File: src/rtl/button_conditioner.sv
// Five-button conditioner: 2-flop sync, debounce, press/release pulses and a one-deep command slot.
// Auto-repeat of held buttons is built only when the BTN_REPEAT_EN macro is defined.
module button_conditioner #(
  parameter int         DEBOUNCE_CYCLES = 500000,
  parameter int         REPEAT_DELAY    = 25000000,
  parameter int         REPEAT_PERIOD   = 5000000,
  parameter logic [4:0] REPEAT_MASK     = 5'b11111
) (
  input  logic       clk,
  input  logic       rst_n,
  input  logic [4:0] btn_n,
  output logic [4:0] btn_level_n,
  output logic [4:0] btn_press,
  output logic [4:0] btn_release,
  output logic       cmd_valid,
  output logic [2:0] cmd_code,
  input  logic       cmd_ready
);

  localparam int               CNT_W   = (DEBOUNCE_CYCLES > 1) ? $clog2(DEBOUNCE_CYCLES) : 1;
  localparam logic [CNT_W-1:0] DB_LAST = CNT_W'(DEBOUNCE_CYCLES - 1);

  logic [4:0]       r_sync_p0;
  logic [4:0]       r_sync_p1;
  logic [4:0]       r_level;
  logic [4:0]       r_press;
  logic [4:0]       r_release;
  logic [CNT_W-1:0] r_cnt [5];
  logic [4:0]       w_flip;
  logic [4:0]       w_rep_hit;

  logic [4:0]       r_pending;
  logic             r_cmd_valid;
  logic [2:0]       r_cmd_code;
  logic [4:0]       w_grant;
  logic [2:0]       w_grant_idx;
  logic             w_slot_load;

  // A level is accepted on the edge where the count completes and the input still differs
  always_comb begin
    w_flip = '0;
    for (int i = 0; i < 5; i++) begin
      w_flip[i] = (r_sync_p1[i] != r_level[i]) && (r_cnt[i] == DB_LAST);
    end
  end

  always_ff @(posedge clk) begin
    if (!rst_n) begin
      r_sync_p0 <= '1;
      r_sync_p1 <= '1;
      r_level   <= '1;
      r_press   <= '0;
      r_release <= '0;
      for (int i = 0; i < 5; i++) r_cnt[i] <= '0;
    end else begin
      r_sync_p0 <= btn_n;
      r_sync_p1 <= r_sync_p0;
      for (int i = 0; i < 5; i++) begin
        if (r_sync_p1[i] == r_level[i] || w_flip[i]) begin
          r_cnt[i] <= '0;
        end else begin
          r_cnt[i] <= r_cnt[i] + 1'b1;
        end
        r_press[i]   <= (w_flip[i] & r_level[i]) | w_rep_hit[i];
        r_release[i] <= w_flip[i] & ~r_level[i];
      end
      r_level <= r_level ^ w_flip;
    end
  end

`ifdef BTN_REPEAT_EN
  localparam int               REP_MAX   = (REPEAT_DELAY > REPEAT_PERIOD) ? REPEAT_DELAY : REPEAT_PERIOD;
  localparam int               REP_W     = $clog2(REP_MAX + 1);
  localparam logic [REP_W-1:0] REP_FIRST = REP_W'(REPEAT_DELAY - 1);
  localparam logic [REP_W-1:0] REP_NEXT  = REP_W'(REPEAT_PERIOD - 1);

  logic [REP_W-1:0] r_rep_cnt [5];
  logic [4:0]       r_rep_first;

  // A release accepted on the same edge suppresses a coincident repeat
  always_comb begin
    w_rep_hit = '0;
    for (int i = 0; i < 5; i++) begin
      if (REPEAT_MASK[i] && !r_level[i] && !w_flip[i]) begin
        w_rep_hit[i] = r_rep_first[i] ? (r_rep_cnt[i] == REP_FIRST) : (r_rep_cnt[i] == REP_NEXT);
      end
    end
  end

  always_ff @(posedge clk) begin
    for (int i = 0; i < 5; i++) begin
      if (!rst_n || r_level[i] || !REPEAT_MASK[i]) begin
        r_rep_cnt[i]   <= '0;
        r_rep_first[i] <= 1'b1;
      end else if (w_rep_hit[i]) begin
        r_rep_cnt[i]   <= '0;
        r_rep_first[i] <= 1'b0;
      end else begin
        r_rep_cnt[i]   <= r_rep_cnt[i] + 1'b1;
      end
    end
  end
`else
  logic w_unused_repeat_cfg;
  assign w_unused_repeat_cfg = ^{REPEAT_MASK, REPEAT_DELAY, REPEAT_PERIOD};
  assign w_rep_hit           = '0;
`endif

  // Lowest-index pending button wins the slot
  always_comb begin
    w_grant     = '0;
    w_grant_idx = '0;
    for (int i = 4; i >= 0; i--) begin
      if (r_pending[i]) begin
        w_grant     = '0;
        w_grant[i]  = 1'b1;
        w_grant_idx = 3'(i);
      end
    end
  end

  assign w_slot_load = !r_cmd_valid || cmd_ready;

  always_ff @(posedge clk) begin
    if (!rst_n) begin
      r_pending   <= '0;
      r_cmd_valid <= 1'b0;
      r_cmd_code  <= '0;
    end else begin
      if (w_slot_load) begin
        r_cmd_valid <= |r_pending;
        if (|r_pending) r_cmd_code <= w_grant_idx;
      end
      // A press landing on a bit being granted keeps that bit set
      r_pending <= (r_pending & ~(w_slot_load ? w_grant : 5'b0)) | r_press;
    end
  end

  assign btn_level_n = r_level;
  assign btn_press   = r_press;
  assign btn_release = r_release;
  assign cmd_valid   = r_cmd_valid;
  assign cmd_code    = r_cmd_code;

endmodule

File: config.mk
export PLATFORM = sky130hd
export DESIGN_NAME = button_conditioner
export DESIGN_NICKNAME = d
export VERILOG_FILES = /design/src/rtl/button_conditioner.sv
export SDC_FILE = /design/constraint.sdc
export NUM_CORES = 1
export LEC_CHECK = 0
export BUFFER_PORTS_ARGS = -buffer_cell sky130_fd_sc_hd__buf_4
export CELL_PAD_IN_SITES_DETAIL_PLACEMENT = 0
export CELL_PAD_IN_SITES_GLOBAL_PLACEMENT = 1
export CORE_AREA = 2 2 102 153
export CTS_CLUSTER_SIZE = 25
export DETAILED_ROUTE_END_ITERATION = 7
export DIE_AREA = 0 0 104 155
export HOLD_SLACK_MARGIN = 0.08
export PLACE_DENSITY_LB_ADDON = 0.1
export SKIP_CTS_REPAIR_TIMING = 1
export SYNTH_ARGS = -nofsm -noshare
export SYNTH_HDL_FRONTEND = slang
export SYNTH_SLANG_ARGS = --single-unit
export TNS_END_PERCENT = 10
File: constraint.sdc
create_clock -name clk -period 2.3 [get_ports clk]
set_input_delay 0.46 -clock clk [delete_from_list [all_inputs] [get_ports clk]]
set_output_delay 0.46 -clock clk [all_outputs]
set_load 0.05 [all_outputs]
==> metrics.md <==
| Metric | Value |
|---|---|
| Run status | completed |
| Share of post-route cells with drive strength above 1 | 9.974% |
| Number of setup violations in the final report | 0 |
| Synth Flop Type | sky130_fd_sc_hd__edfxtp_1 |
| Worst voltage drop across the vdd grid | 388.4 µV |
| CORE AREA | 0.01486 mm² |
| Area of the die | 0.01612 mm² |
| Initial core utilization | 43.19% |
| Fin Clk Skew | 0.005269 ns |
| Synth Cell Area | 0.006420 mm² |
| Largest net degree at the start of global routing | 24 |
| Net count of the finished layout | 772 |
| Number of inserted filler cells in the final layout | 1,439 |
| Largest driver fanout on the critical path | 19 |
| Post-route DRC violation count | 0 |
| Routed via count | 4,885 |
| Half-perimeter wire length after placement | 9178 µm |
| Number of global-route vias before repair | 4,860 |
| Busiest layer in global routing | met2 |
| Unrepaired setup endpoints after global routing | no |
| Clock period minus final worst setup slack | 2.183 ns |
| Drt wl/cell | 12.89 µm |
| Fmax | 458.0 MHz |
| Share of synthesized flip-flops with an asynchronous set or reset | 0% |
| Area growth, synth to finish | 22.41% |
| Die extent in x | 104 µm |
| Iter 0 DRT Violations | 147 |
| Startpoint type of the worst setup path | flop |
| Antenna violations before repair | 0 |
| Placer's final routability congestion estimate | 0.8006 |
| Number of instances in the placed design | 939 |
| CTS tree | done |
| Fin crit share | 94.92% |
| Proportion of netlist area held by the largest area contributor | 44.44% |
| Die height | 155 µm |
| Most common library cells after synthesis | sky130_fd_sc_hd__edfxtp_1 (95), sky130_fd_sc_hd__nor2_1 (93), sky130_fd_sc_hd__xnor2_1 (35) |
| Worst hold margin | 0.2235 ns |
| # diodes | 0 |
| Clock Tree Buf Depth | 2 |
| Met2 Use GR | 31.08% |
| Transition at the pin with the smallest max-transition slack | 0.5240 ns |
| Count of final hold-check violations | 0 |
| Detail Route Antenna Nets | 0 |
| Unique cell type count in the Yosys netlist | 46 |
| Non-filler cells in the finished layout | 971 |
| Most frequently used cell type in the post-synthesis netlist | sky130_fd_sc_hd__edfxtp_1 |
| Slowest cell on the critical path | sky130_fd_sc_hd__or4b_1 |
| Aggregate global-route resource usage | 17.05% |
| Endpoint arrival time on the critical path | 2.35 ns |
| Clock input transition at the sequential cells of the worst setup and hold paths | 0.05 ns |
| Syn Inst Count | 618 |
| Worst-skew pair later-pin latency | 0.42 ns |
| Total CTS buffers | 17 |
| Final routed wirelength across all metal layers | 12,520 µm |
| Stage delay of the slowest cell on the critical path | 0.56 ns |
| Placement Rows | 55 |
| Clock Root Buffer | sky130_fd_sc_hd__clkbuf_16 |
| Vias per Instance | 5.031 |
| List of cells traversed by the critical path | or4b_1 > or4_4 > o221ai_4 > buf_12 > nor2_1 |
| Met3 layer usage reported by global route | 4.566% |
| Global routing met1 resource utilization | 18.76% |
| Cell types occupying the most area after synthesis | sky130_fd_sc_hd__edfxtp_1 (44%), sky130_fd_sc_hd__dfxtp_1 (11%), sky130_fd_sc_hd__nor2_1 (5.4%), sky130_fd_sc_hd__xnor2_1 (4.8%), sky130_fd_sc_hd__xor2_1 (4.1%) |
| Synth Warn # | 0 |
| CTS H-tree lvls | 4 |
| Sequential cell area fraction in the yosys report | 55.04% |
| Wire length of the first global-routing pass | 22,090 µm |
| Number of buffers added on ports | 26 |
| Total of flip-flops plus latches after synthesis | 129 |
| Clock net sink count | 129 |
| Critical Path Sink Type | flop |
| Mean area per synthesized cell | 10.39 µm² |
| GRT Residual Overflow | 0 |
| Total I/O pin count | 27 |
| Count of pins over their slew limit | 0 |
| Drt pass-1 iters | 4 |
| Data required time of the critical path | 2.47 ns |
| Classification of the worst setup path | flop to flop |
| Path class of the lowest-slack min-delay path | primary input to flop |
| Setup TNS Final | 0 ns |
| Leak Pwr | 2.764 nW |
| Pwr per Cell Area | 682.4 mW/mm² |
| EDFF count, synth | 95 |
| Number of max-cap violations | 0 |
| Headroom to the max-slew limit | 64.79% |
| Synth area leader | sky130_fd_sc_hd__edfxtp_1 |
-- area by class of cell --
cell class / instances / area [µm²] / area share, %
Multi-Input combinational cell: 549 / 3102 / 39.47
Sequential cell: 129 / 3533 / 44.96
Clock inverter: 5 / 22.52 / 0.2866
Clock buffer: 27 / 534.3 / 6.798
Inverter: 16 / 60.06 / 0.7642
Timing Repair Buffer: 46 / 357.8 / 4.553
Tap cell: 199 / 249.0 / 3.168
-- placed cells by master (no fill, tap or decap), drive strengths merged, types with 6 or more instances in the layout --
cell	count
o21ai	22
or4	14
nor4b	6
nand4	29
edfxtp	95
inv	16
buf	46
or3	12
xor2	30
nor2b	11
a21oi	28
nand2b	10
nor3	16
nor4	13
and4	10
clkbuf	27
dfxtp	34
nand2	34
nand3	34
conb	95
nor2	93
and3	15
xnor2	35
-- report_power, final --
part / internal [mW] / switching, mW / total, mW
sequential: 2.58 / 0.0861 / 2.67
combinational: 0.0830 / 0.110 / 0.193
clock: 1.57 / 0.931 / 2.50
-- sequential cells by signal (all words and copies together) (netlist names), named ones only --
register / cells
r_sync_p0: 5
r_cnt: 95
r_sync_p1: 5
cmd_valid: 1
btn_press: 5
btn_release: 5
cmd_code: 3
r_pending: 5
-- logic make-up after synthesis --
kind of cell / Yosys count / share of synthesized area [%]
adder cells (fa/ha/maj): 5 / 0.9745
flip-flops: 129 / 55.04
AO/OA/AOI/OAI: 73 / 6.997
buffers and inverters: 34 / 2.144
XOR/XNOR: 65 / 8.868
other: 1 / 0.05841
AND/OR/NAND/NOR: 311 / 25.92
-- worst max-delay path, delay by kind of cell, from the launching register on --
family,cells,cell delay [ns]
flip-flops,1,0.39
AO/OA/AOI/OAI,1,0.18
AND/OR/NAND/NOR,3,1.18
buffers and inverters,1,0.18
-- stage by stage --
step	power, mW	util [%]	instance area [µm²]	setup slack, ns
final	5.363	52.87	7859	0.1168
after global routing	5.585	52.87	7859	0.03211
after CTS	5.438	52.87	7859	0.08716
after detailed placement	2.902	49.12	7302	0.1055
after global placement	2.897	49.12	7302	0.1664
after floorplan	2.833	-	6773	0.04106
-- worst paths after layout --
| kind | start | end | slack (ns) | cells past startpoint |
|---|---|---|---|---|
| setup / recovery | r_cnt[0][14] | r_cnt[0][4] | 0.12 | 5 |
| hold / removal | btn_n[1] | r_sync_p0[1] | 0.22 | 2 |
| setup reg to reg | r_cnt[0][14] | r_cnt[0][4] | 0.12 | 5 |
| hold reg to reg | r_sync_p0[3] | r_sync_p1[3] | 0.40 | 1 |
-- metal layers --
layer | vias up | share of wire, %
met5 | - | 0
li1 | 2468 | -
met1 | 2326 | 41
met4 | 0 | 2.2
met2 | 69 | 53
met3 | 22 | 3.2
No activity file was read; power rests on OpenSTA's default activity.
